[config.mk]
export PLATFORM = sky130hd
export DESIGN_NAME = rom_stream_loader_flat
export DESIGN_NICKNAME = d
export VERILOG_FILES = /design/src/rtl/rom_stream_loader_if.sv /design/src/rtl/rom_stream_loader.sv /design/src/flat_wrapper.sv
export SDC_FILE = /design/constraint.sdc
export NUM_CORES = 1
export LEC_CHECK = 0
export ABC_AREA = 1
export CORE_MARGIN = 2
export CORE_UTILIZATION = 52
export CTS_BUF_LIST = sky130_fd_sc_hd__clkbuf_16
export CTS_CLUSTER_SIZE = 25
export DETAILED_ROUTE_END_ITERATION = 8
export PLACE_DENSITY = 0.72
export SYNTH_ARGS = -nofsm -noshare
export SYNTH_HDL_FRONTEND = slang
export SYNTH_SLANG_ARGS = --single-unit
export TNS_END_PERCENT = 20
[constraint.sdc]
create_clock -name clk -period 2.6 [get_ports clk]
set_clock_uncertainty 0.15 [all_clocks]
set_input_delay 0.39 -clock clk [delete_from_list [all_inputs] [get_ports clk]]
set_output_delay 0.39 -clock clk [all_outputs]
set_load 0.1 [all_outputs]
[src/rtl/rom_stream_loader_if.sv]
// Upstream word stream plus SoC ROM-loader lines, bundled for rom_stream_loader.
// master = the loader itself; slave = the environment (source and SoC side).
interface rom_stream_loader_if #(
    parameter int DATA_WIDTH = 16
);
    logic                  in_valid;
    logic                  in_ready;
    logic [DATA_WIDTH-1:0] in_data;
    logic                  rom_loader_load;
    logic                  rom_loader_sck;
    logic [DATA_WIDTH-1:0] rom_loader_data;
    logic                  rom_loader_ack;

    modport master (
        input  in_valid, in_data, rom_loader_ack,
        output in_ready, rom_loader_load, rom_loader_sck, rom_loader_data
    );

    modport slave (
        output in_valid, in_data, rom_loader_ack,
        input  in_ready, rom_loader_load, rom_loader_sck, rom_loader_data
    );
endinterface

[src/rtl/rom_stream_loader.sv]
// Buffers upstream words in a FIFO and replays them to the SoC ROM loader with a 4-phase sck/ack handshake.
// Optional running checksum of acknowledged words: define ROM_LOADER_CHECKSUM_EN.
module rom_stream_loader #(
    parameter int DATA_WIDTH    = 16,
    parameter int WORDS_TO_LOAD = 256,
    parameter int FIFO_DEPTH    = 8,
    parameter int SETUP_CYCLES  = 4,
    parameter int ACK_TIMEOUT   = 1024
) (
    input  logic                       clk,
    input  logic                       reset_n,
    input  logic                       run,
    rom_stream_loader_if.master        bus,
    output logic                       done_loading,
    output logic                       error,
    output logic [15:0]                words_sent,
    output logic [15:0]                checksum
);
    localparam int AW = (FIFO_DEPTH > 1) ? $clog2(FIFO_DEPTH) : 1;
    localparam int SW = $clog2(SETUP_CYCLES + 1);
    localparam int TW = $clog2(ACK_TIMEOUT + 1);
    localparam logic [SW-1:0] SETUP_LAST = SW'(SETUP_CYCLES - 1);
    localparam logic [TW-1:0] TMO_LAST   = TW'(ACK_TIMEOUT - 1);
    localparam logic [15:0]   WORDS_LAST = 16'(WORDS_TO_LOAD - 1);
    localparam logic [AW:0]   FIFO_FULL  = (AW+1)'(FIFO_DEPTH);

    typedef enum logic [2:0] {
        S_IDLE, S_SETUP, S_WAIT, S_SCK_HI, S_SCK_LO, S_DONE, S_ERROR
    } state_t;

    state_t r_state, w_state_next;

    logic [DATA_WIDTH-1:0] r_mem [FIFO_DEPTH];
    logic [AW-1:0]         r_wr_ptr, r_rd_ptr;
    logic [AW:0]           r_count;
    logic [SW-1:0]         r_setup_cnt;
    logic [TW-1:0]         r_tmo;
    logic [15:0]           r_words_sent;
    logic [DATA_WIDTH-1:0] r_data;
    logic                  r_load, r_sck, r_done, r_error;

    logic w_full, w_empty, w_in_ready, w_push, w_pop, w_flush;
    logic w_start, w_word_done, w_tmo_hit;
    logic w_load_next, w_sck_next, w_done_next, w_error_next;

    // in_ready depends only on registered occupancy and state, never on in_valid
    assign w_full     = (r_count == FIFO_FULL);
    assign w_empty    = (r_count == '0);
    assign w_in_ready = !w_full && (r_state != S_ERROR);
    assign w_push     = bus.in_valid && w_in_ready;
    assign w_tmo_hit  = (r_tmo == TMO_LAST);

    always_ff @(posedge clk or negedge reset_n) begin
        if (!reset_n) begin
            r_state <= S_IDLE;
            r_load  <= 1'b0;
            r_sck   <= 1'b0;
            r_done  <= 1'b0;
            r_error <= 1'b0;
        end else begin
            r_state <= w_state_next;
            r_load  <= w_load_next;
            r_sck   <= w_sck_next;
            r_done  <= w_done_next;
            r_error <= w_error_next;
        end
    end

    always_comb begin
        w_state_next = r_state;
        w_pop        = 1'b0;
        w_flush      = 1'b0;
        w_start      = 1'b0;
        w_word_done  = 1'b0;
        case (r_state)
            S_IDLE: begin
                if (run) begin
                    w_state_next = S_SETUP;
                    w_start      = 1'b1;
                end
            end
            S_SETUP: begin
                if (r_setup_cnt == SETUP_LAST) w_state_next = S_WAIT;
            end
            S_WAIT: begin
                if (!w_empty) begin
                    w_pop        = 1'b1;
                    w_state_next = S_SCK_HI;
                end
            end
            S_SCK_HI: begin
                if (bus.rom_loader_ack) w_state_next = S_SCK_LO;
                else if (w_tmo_hit)     w_state_next = S_ERROR;
            end
            S_SCK_LO: begin
                if (!bus.rom_loader_ack) begin
                    w_word_done  = 1'b1;
                    w_state_next = (r_words_sent == WORDS_LAST) ? S_DONE : S_WAIT;
                end else if (w_tmo_hit) begin
                    w_state_next = S_ERROR;
                end
            end
            S_DONE: begin
                if (!run) begin
                    w_state_next = S_IDLE;
                    w_flush      = 1'b1;
                end
            end
            S_ERROR: w_state_next = S_ERROR;
            default: w_state_next = S_IDLE;
        endcase
    end

    // Outputs are decoded from the next state so they leave flops directly
    always_comb begin
        w_load_next  = 1'b0;
        w_sck_next   = 1'b0;
        w_done_next  = 1'b0;
        w_error_next = 1'b0;
        case (w_state_next)
            S_SETUP, S_WAIT, S_SCK_LO: w_load_next = 1'b1;
            S_SCK_HI: begin
                w_load_next = 1'b1;
                w_sck_next  = 1'b1;
            end
            S_DONE:  w_done_next  = 1'b1;
            S_ERROR: w_error_next = 1'b1;
            default: ;
        endcase
    end

    always_ff @(posedge clk or negedge reset_n) begin
        if (!reset_n) begin
            r_setup_cnt  <= '0;
            r_tmo        <= '0;
            r_words_sent <= '0;
            r_data       <= '0;
        end else begin
            if (w_start)                    r_setup_cnt <= '0;
            else if (r_state == S_SETUP)    r_setup_cnt <= r_setup_cnt + SW'(1);

            // any state change restarts the ack wait window
            if (w_state_next != r_state)    r_tmo <= '0;
            else if (r_state == S_SCK_HI || r_state == S_SCK_LO)
                                            r_tmo <= r_tmo + TW'(1);

            if (w_start)                    r_words_sent <= '0;
            else if (w_word_done)           r_words_sent <= r_words_sent + 16'd1;

            if (w_pop)                      r_data <= r_mem[r_rd_ptr];
        end
    end

    always_ff @(posedge clk or negedge reset_n) begin
        if (!reset_n) begin
            r_wr_ptr <= '0;
            r_rd_ptr <= '0;
            r_count  <= '0;
        end else if (w_flush) begin
            r_wr_ptr <= '0;
            r_rd_ptr <= '0;
            r_count  <= '0;
        end else begin
            if (w_push) r_wr_ptr <= r_wr_ptr + AW'(1);
            if (w_pop)  r_rd_ptr <= r_rd_ptr + AW'(1);
            case ({w_push, w_pop})
                2'b10:   r_count <= r_count + (AW+1)'(1);
                2'b01:   r_count <= r_count - (AW+1)'(1);
                default: ;
            endcase
        end
    end

    always_ff @(posedge clk) begin
        if (w_push) r_mem[r_wr_ptr] <= bus.in_data;
    end

`ifdef ROM_LOADER_CHECKSUM_EN
    logic [15:0] r_checksum;

    always_ff @(posedge clk or negedge reset_n) begin
        if (!reset_n)          r_checksum <= '0;
        else if (w_start)      r_checksum <= '0;
        else if (w_word_done)  r_checksum <= r_checksum + 16'(r_data);
    end

    assign checksum = r_checksum;
`else
    assign checksum = '0;
`endif

    assign bus.in_ready        = w_in_ready;
    assign bus.rom_loader_load = r_load;
    assign bus.rom_loader_sck  = r_sck;
    assign bus.rom_loader_data = r_data;
    assign done_loading        = r_done;
    assign error               = r_error;
    assign words_sent          = r_words_sent;
endmodule
[src/flat_wrapper.sv]
// flat-port wrapper written by rule: the top's interface ports become plain ports
module rom_stream_loader_flat 
#(
    parameter int DATA_WIDTH    = 16,
    parameter int WORDS_TO_LOAD = 256,
    parameter int FIFO_DEPTH    = 8,
    parameter int SETUP_CYCLES  = 4,
    parameter int ACK_TIMEOUT   = 1024
)
  (clk, reset_n, run, done_loading, error, words_sent, checksum, bus_in_valid, bus_in_data, bus_rom_loader_ack, bus_in_ready, bus_rom_loader_load, bus_rom_loader_sck, bus_rom_loader_data);
  rom_stream_loader_if #(.DATA_WIDTH(DATA_WIDTH)) bus_i ();
  input  logic clk;
  input  logic reset_n;
  input  logic run;
  output logic done_loading;
  output logic error;
  output logic [15:0] words_sent;
  output logic [15:0] checksum;
  input wire logic [$bits(bus_i.in_valid)-1:0] bus_in_valid;
  input wire logic [$bits(bus_i.in_data)-1:0] bus_in_data;
  input wire logic [$bits(bus_i.rom_loader_ack)-1:0] bus_rom_loader_ack;
  output wire logic [$bits(bus_i.in_ready)-1:0] bus_in_ready;
  output wire logic [$bits(bus_i.rom_loader_load)-1:0] bus_rom_loader_load;
  output wire logic [$bits(bus_i.rom_loader_sck)-1:0] bus_rom_loader_sck;
  output wire logic [$bits(bus_i.rom_loader_data)-1:0] bus_rom_loader_data;
  assign bus_i.in_valid = bus_in_valid;
  assign bus_i.in_data = bus_in_data;
  assign bus_i.rom_loader_ack = bus_rom_loader_ack;
  assign bus_in_ready = bus_i.in_ready;
  assign bus_rom_loader_load = bus_i.rom_loader_load;
  assign bus_rom_loader_sck = bus_i.rom_loader_sck;
  assign bus_rom_loader_data = bus_i.rom_loader_data;
  rom_stream_loader #(.DATA_WIDTH(DATA_WIDTH), .WORDS_TO_LOAD(WORDS_TO_LOAD), .FIFO_DEPTH(FIFO_DEPTH), .SETUP_CYCLES(SETUP_CYCLES), .ACK_TIMEOUT(ACK_TIMEOUT)) u_core (.clk(clk), .reset_n(reset_n), .run(run), .bus(bus_i), .done_loading(done_loading), .error(error), .words_sent(words_sent), .checksum(checksum));
endmodule
### Word level (Yosys, flattened, before mapping)

Memory sizes are Yosys's and may differ from the RTL's. A register that Yosys moved wholly into a read port is not among the register bits.
Index checks and enable logic that the tools add are counted.

* flip-flop bits (word level): 47
* RAM bits: 128
* output and inout port bits: 53
* word-level logic and storage cells: 88
* memories kept: 1

* $add $sub $neg: 7
* eq/ne operators: 20
* mux-type cells: 35
* reductions and logical operators: 14

Memory list
* u_core.r_mem: depth 8, bits a word 16, read ports 1, clocked after memory_dff 1, write ports 1, line rom_stream_loader.sv:33 `logic [DATA_WIDTH-1:0] r_mem [FIFO_DEPTH];`

Operators with widths (count)
* $mux 3: 14
* $mux 16: 2
* $mux 11: 2
* $pmux 3 s7: 1
* $eq 3x3->1 const B: 6
* $add 16x1->16 const B: 1
* $eq 16x8->1 const B: 1
* $eq 3x2->1 const B: 5
* $mux 1: 14
* $add 11x1->11 const B: 1
* $eq 11x10->1 const B: 1
* $reduce_bool 2->1: 5
* $add 3x1->3 const B: 3
* $pmux 4 s2: 1
* $eq 3x1->1 const B: 2
* $add 4x1->4 const B: 1
* $eq 4x4->1 const B: 1
* $logic_not 4->1: 1
* $mux 4: 1
* $reduce_or 4->1: 1
* $sub 4x1->4 const B: 1
* $logic_not 3->1: 1
* $ne 3x3->1: 1
* $ne 3x3->1 const B: 1
* 6 further kinds: 8

### Longest topological paths before layout

Gate-level depths: netlist (run 1).

* depth in word-level cells: 7
* depth in mapped cells: 15
* depth with buffers taken out: 13

### Least setup slack after synthesis (run 1)

No wires, ideal clock.

* path type: flip-flop to flip-flop
* from: register u_core.r_state[0]
* to: memory u_core.r_mem[1][0], enable pin
* arrival time: 3.663 ns
* required time: 2.062 ns
* path slack: -1.601 ns
* cell stages (with the launch flop): 10
* cells stage by stage: dfrtp_1 buf_6 inv_2 nand2_1 inv_1 a32oi_1 nand2_1 nor2_1 inv_1 nor2_1

* cells in the longest elaborated chain, start to end: 5

RTL lines
* start: declaration: line rom_stream_loader.sv:31 `state_t r_state, w_state_next;`
* start signal: assignment: line rom_stream_loader.sv:61 `r_state <= w_state_next;`
* $ne 3x3->1: line rom_stream_loader.sv:49 `assign w_in_ready = !w_full && (r_state != S_ERROR);`
* $logic_and 1x1->1: line rom_stream_loader.sv:49
* net bus_in_ready: line flat_wrapper.sv:22 `output wire logic [$bits(bus_i.in_ready)-1:0] bus_in_ready;`
* $logic_and 1x1->1: line rom_stream_loader.sv:50 `assign w_push = bus.in_valid && w_in_ready;`
* $mux 1: line rom_stream_loader.sv:175 `if (w_push) r_mem[r_wr_ptr] <= bus.in_data;`
* $mux 1 (not written as such): line rom_stream_loader.sv:175
* end: declaration: line rom_stream_loader.sv:33

The timed path passes the listed nets, and every way through them passes these cells.

### Final worst setup path (run 1)

* from: register u_core.r_state[1]
* to: register u_core.r_count[3]

* cells in the longest elaborated chain, start to end: 6
* elaborated cells on any way between the ends: 12
* classes of those cells: 5 x eq/ne; 4 x mux; 3 x reduce/logical

RTL lines
* $ne 3x3->1: line rom_stream_loader.sv:49
* $logic_and 1x1->1: line rom_stream_loader.sv:49
* $logic_and 1x1->1: line rom_stream_loader.sv:50
* $eq 2x1->1 / $eq 2x2->1 (equally long branches): line rom_stream_loader.sv:166 `case ({w_push, w_pop})`
* $pmux 4 s2: line rom_stream_loader.sv:166
* $mux 4: line rom_stream_loader.sv:159 `end else if (w_flush) begin`
* end signal: assignment: line rom_stream_loader.sv:167 `2'b10: r_count <= r_count + (AW+1)'(1);`
* end signal: assignment: line rom_stream_loader.sv:168 `2'b01: r_count <= r_count - (AW+1)'(1);`
* end: declaration: line rom_stream_loader.sv:35 `logic [AW:0] r_count;`

Several ways; a longest one is shown, not always the timed one.
A chain may end at the register's enable or synchronous reset.

==> flow_summary.toml, run 1 <==
[timing]
setup-violations-final = 0
max_freq_mhz = 423.5
slew_headroom_pct = 55.91
min_period_ps = 2361
finalHoldViolations = 0
finalCritPeriodShare_pct = 90.83
worst_pin_slew_ps = 661.3
setup_ws_ps = 238.5
rsz0062_at_grt = "false"
slew_violations = 0

[synth]
yosys_most_used_dff = "edfxtp_1"
synthDistinctLibCells = 40
yosys.area.top_type_share_pct = 46.46
yosysTopAreaCell = "edfxtp_1"
ys_ff_latch = 191
synth_cells = 752
synth_seq_area_share_pct = 65.52
syn_area_sq_mm = 0.008273
avgSynthCellArea_sq_um = 11.00
yosysWarnings = 0
async_reset_ff_share_pct = 32.98
synth-edff-count = 128
synthTopCellsByArea = "edfxtp_1, dfrtp_1, o21ai_0"

[final_layout]
final_cell_mix = "edfxtp_1, nor2_1, o21ai_0, nand2_1, dfrtp_1"
fin_nets = 853
regArea_sq_mm = 0.005420
multi_input_area_sq_mm = 0.002559
fin_cells = 1051
synthToLayoutAreaGrowth_pct = 16.71
drive_above_1_share_pct = 17.96
diodes = 0
fillCellCount = 1254
mostFrequentLayoutCell = "edfxtp_1"

[clock_network]
htree_levels = 4
path_clk_slew_ps = 70
clockBufferDepth = 2
clock-root-buffer = "clkbuf_16"
numClockSinks = 191
insertion_delay_ps = 430
cts_buffers = 17
tritoncts = "built"

[worst_setup_path]
critPathMostFrequentCell = "ha_4"
crit_type = "reg -> reg"
worst-path-max-fanout = 7
crit_arrival_ps = 2520
required_ps = 2760
crit_family = "compound AO/OA/AOI/OAI gates"
max_stage_delay_ps = 460
crit_chain = "nand2_4, inv_2, a32oi_4, nand2_2, ha_4, ha_4, a21o_1, a21oi_2, xor2_1, o21ai_1"
crit_buf_inv = 1
start_kind = "flip-flop"
end_kind = "flip-flop"
slowest_stage = "dfrtp_1"

[route]
avgRoutedWirePerCell_um = 16.95
vias_per_cell = 5.529
wl_um = 17810
via_count = 5811
drc = 0
drt-pass1-iter-count = 5
ant_nets = 0
drt-initial-drc-count = 443

[floorplan]
start_util_pct = 52.65
die_x_um = 130.1
die_area_sq_mm = 0.01693
core_area_sq_mm = 0.01571
ios = 74
rows = 46
fp.dieH_um = 130.1

[place]
dp_slack_ps = 247.2
io_buffers = 57
placedCellCount = 1018
gp_congestion = 0.8793
hpwl_um = 10910

[global_route]
track_usage_pct = 22.03
grt_max_degree = 68
grt_pass1_wl_um = 28300
antenna_found_initial = 0
grt_pass1_vias = 5727
gr-total-overflow = 0

[pwr]
leakage_nw = 3.773
irDropWorstVdd_v = 0.0006275
powerDensity_mw_per_mm2 = 1137

[hold_path]
hp-class = "reg -> reg"

[job]
maxCapViolations = 0

[run_status]
outcome = "complete, no violations"
==> what timing repair did <==
action	4_1_cts	5_1_grt
endpoints found under the setup margin	0	4
hold buffers	1	0
resized for setup	0	1
setup buffers	0	0
hold endpoints to repair	63	0
==> cells in the mapped netlist (all sizes together) (11+ instances only) <==
library cell and number:
nor2 139, edfxtp 128, o21ai 117, nand2 84, dfrtp 63, inv 49
o22ai 33, nand3 24, buf 22, clkbuf 22, a21oi 15, nand4 11
==> sequential cells by signal (all words and copies together), names as in the netlist <==
signal / count
u_core.r_setup_cnt: 3
u_core.bus.rom_loader_sck: 1
u_core.error: 1
u_core.r_count: 4
u_core.bus.rom_loader_load: 1
u_core.r_tmo: 11
u_core.r_state: 3
u_core.bus.rom_loader_data: 16
u_core.words_sent: 16
u_core.r_rd_ptr: 3
u_core.r_wr_ptr: 3
u_core.done_loading: 1
u_core.r_mem: 128
==> worst register-to-register path: stages, from the launching register on <==
cell and delay [ps]:
dfrtp_1 460, nand2_4 120, inv_2 40, a32oi_4 260, nand2_2 170, ha_4 220
ha_4 210, a21o_1 170, a21oi_2 140, xor2_1 190, o21ai_1 100
==> area by class of cell <==
class / instances / share of cell area, %
multi-input cells: 482 / 26.50
well taps: 216 / 2.799
repair buffers: 80 / 6.972
inverters: 50 / 1.996
flip-flops and latches: 191 / 56.14
clock buffers: 17 / 4.406
clock inverters: 15 / 1.192
==> per-stage QoR <==
step / utilization, % / TNS, ps / hold WS, ps / power [W] / instance area, sq um
floorplan: - / -15720 / -55.59 / 0.007487 / 8409
global placement: 57.90 / 0 / 286.0 / 0.008470 / 9097
detailed placement: 57.90 / 0 / 294.6 / 0.008626 / 9097
CTS: 61.40 / 0 / 358.8 / 0.01102 / 9648
global route: 61.45 / 0 / 375.2 / 0.01157 / 9656
finish: 61.45 / 0 / 349.0 / 0.01098 / 9656
==> metal layers <==
layer | part of all wire (%) | global-route usage [%]
met1 | 42 | 27.86
met2 | 50 | 38.07
met3 | 5.6 | 4.469
met4 | 1.9 | 7.590
met5 | 0 | 0
==> where the power goes <==
group	switching, W	internal, W	total [W]	leakage, nW
combinational	0.00330	0.00116	0.00446	1.52
clock	0.00117	0.00123	0.00240	0.265
sequential	0.000288	0.00383	0.00412	1.99
total	0.00475	0.00623	0.0110	3.77
==> cells by family after synthesis <==
group                      share of synthesized area, %
AOI/OAI and AO/OA                                 11.13
xor gates and xnor gates                          1.376
adders and majority gates                         1.603
buffers and inverters                             5.263
DFF                                               65.52
muxes                                            0.1210
other                                           0.04533
and+or+nand+nor                                   14.94
==> path summary, 6_finish.rpt <==
path	start	endpoint	slack, ps	depth (start not counted)
max in group asynchronous	reset_n	u_core.r_wr_ptr[1]	1660	3
worst min register to register	u_core.bus.rom_loader_data[5]	u_core.bus.rom_loader_data[5]	350	2
min in group asynchronous	reset_n	u_core.bus.rom_loader_data[3]	360	3
worst max register to register	u_core.r_state[1]	u_core.r_count[3]	240	10
worst min-delay path	u_core.bus.rom_loader_data[5]	u_core.bus.rom_loader_data[5]	350	2
worst max-delay path	u_core.r_state[1]	u_core.r_count[3]	240	10
(Power assumes the default switching activity.)
==> inputs of run 2 (changes only) <==
--- a/config.mk
+++ b/config.mk
@@ -6,6 +6,7 @@
 export NUM_CORES = 1
 export LEC_CHECK = 0
 export ABC_AREA = 1
+export CAP_MARGIN = 20
 export CORE_MARGIN = 2
 export CORE_UTILIZATION = 52
 export CTS_BUF_LIST = sky130_fd_sc_hd__clkbuf_16
==> results of run 2 <==
No change in the layout: final DEF, timing and power equal those of run 1.
==> inputs of run 3 (changes only) <==
--- a/config.mk
+++ b/config.mk
@@ -7,6 +7,7 @@
 export LEC_CHECK = 0
 export ABC_AREA = 1
 export CAP_MARGIN = 20
+export CORE_ASPECT_RATIO = 0.7
 export CORE_MARGIN = 2
 export CORE_UTILIZATION = 52
 export CTS_BUF_LIST = sky130_fd_sc_hd__clkbuf_16
==> flow_summary.toml, run 3 (synthesized netlist as in run 1, its figures left out) <==
[worst_setup_path]
worstReg2RegStart = "u_core.r_count[1]"
slowest_stage = "dfrtp_1"
reg2reg_slack_ps = 270
r2r_end = "u_core.r_count[3]"
worst-path-max-fanout = 7
crit_chain = "nor2_1, a32oi_4, nand2_2, ha_4, ha_4, a21o_1, a21oi_2, xor2_1, o21ai_1"
end_kind = "flip-flop"
crit_family = "compound AO/OA/AOI/OAI gates"
required_ps = 2760
crit_type = "reg -> reg"
rr_worst_depth = 9
crit_buf_inv = 0
crit_arrival_ps = 2490
start_kind = "flip-flop"
critPathMostFrequentCell = "ha_4"
max_stage_delay_ps = 450

[clock_network]
cts_buffers = 17
insertion_delay_ps = 430
numClockSinks = 191
path_clk_slew_ps = 70
tritoncts = "built"
clock-root-buffer = "clkbuf_16"
post_cts_resized = 0
htree_levels = 4
clockBufferDepth = 2

[global_route]
antenna_found_initial = 0
gr-total-overflow = 0
grt_pass1_wl_um = 28020
track_usage_pct = 22.19
grt_pass1_vias = 5538
grt_max_degree = 68

[route]
drt-initial-drc-count = 429
via_count = 5700
avgRoutedWirePerCell_um = 17.29
drc = 0
vias_per_cell = 5.518
ant_nets = 0
drt-pass1-iter-count = 5
wl_um = 17860

[place]
hpwl_um = 11120
gp_congestion = 0.8292
dp_slack_ps = 291.2
io_buffers = 57

[timing]
finalCritPeriodShare_pct = 89.61
slew_violations = 0
holdWs_ps = 345.0
final.setup.tns_ps = 0
worst_pin_slew_ps = 787.7
rsz0062_at_grt = "false"
setup-violations-final = 0
max_freq_mhz = 429.2
min_period_ps = 2330
finalHoldViolations = 0
slew_headroom_pct = 47.49
setup_ws_ps = 270.0

[pwr]
power_frac_comb_pct = 40.3
sw_frac_of_total_pct = 42.29
pwr-share-clk_pct = 22.9
pwr-share-seq_pct = 36.9
p_switching_w = 0.004716
irDropWorstVdd_v = 0.0009261
p_int_w = 0.006435
powerDensity_mw_per_mm2 = 1152
leakage_nw = 3.787

[final_layout]
synthToLayoutAreaGrowth_pct = 17.01
fin_nets = 851
mostFrequentLayoutCell = "edfxtp_1"
largest-register = "u_core.r_mem"
fillCellCount = 1179
drive_above_1_share_pct = 17.77
final_cell_mix = "edfxtp_1, nor2_1, o21ai_0, nand2_1, dfrtp_1"
diodes = 0
largest_register_ffs = 128

[hold_path]
hp-class = "reg -> reg"
worstHoldStart = "u_core.bus.rom_loader_data[9]"
hold_path_depth = 2
whs_endpoint = "u_core.bus.rom_loader_data[9]"

[job]
maxCapViolations = 0

[floorplan]
rows = 38
core_area_sq_mm = 0.01555
die_x_um = 154.8
fp.dieH_um = 109.5
ios = 74
die_area_sq_mm = 0.01695
start_util_pct = 53.21

[run_status]
outcome = "complete, no violations"
[run 3: tightest hold or removal path: cells and delay by family (launching register included)]
| kind | cells | cell delay, ps |
|---|---|---|
| AND/OR/NAND/NOR | 1 | 50 |
| flip-flops | 1 | 350 |
| AO/OA/AOI/OAI | 1 | 60 |
[run 3: cell type report]
cell class              count  area (sq um)  area share, %
flip-flops and latches    191          5420          55.99
multi-input cells         482          2551          26.35
repair buffers             78         683.2          7.057
clock buffers              17         425.4          4.394
well taps                 200         250.2          2.585
inverters                  50         192.7          1.990
clock inverters            15         157.7          1.629
[run 3: routing by layer]
metal / global-route usage [%] / vias to the layer above / wire length (um)
li1: - / 2728 / -
met1: 29.47 / 2750 / 7911
met2: 36.48 / 195 / 8510
met3: 3.942 / 27 / 1124
met4: 10.05 / 0 / 311
met5: 0 / - / 0
[run 3: power groups by stage]
stage / registers, W / logic (W) / clock network, W
global placement: 0.00414 / 0.00434 / 0
floorplan: 0.00516 / 0.00232 / 0
CTS: 0.00411 / 0.00450 / 0.00260
detailed placement: 0.00417 / 0.00449 / 0
global route: 0.00416 / 0.00486 / 0.00272
finish: 0.00411 / 0.00449 / 0.00255
[run 3: worst max path at each step]
stage | startpoint | endpoint | slack (ps) | cells after the start
finish | u_core.r_count[1] | u_core.r_count[3] | 270 | 9
global placement | bus_in_valid | u_core.r_count[3] | 370 | 8
detailed placement | u_core.r_count[1] | u_core.r_count[3] | 290 | 9
floorplan | u_core.r_state[0] | u_core.r_mem[1][0] | -140 | 9
CTS | u_core.r_count[1] | u_core.r_count[3] | 280 | 9
global route | u_core.r_state[1] | u_core.r_count[3] | 150 | 10
[run 3: per-stage QoR]
step	power (W)	utilization, %	cell area, sq um	instances
2_1_floorplan	0.007487	-	8409	767
3_3_place_gp	0.008473	58.45	9087	1000
3_5_place_dp	0.008659	58.45	9087	1000
4_1_cts	0.01121	62.26	9681	1033
5_1_grt	0.01175	62.26	9681	1033
6_report	0.01115	62.26	9681	1033
[run 3: what timing repair did]
action                     in CTS  in global routing
hold endpoints to repair       24                  0
setup endpoints to repair       0                  0
hold buffers                    1                  0
buffers inserted                0                  0
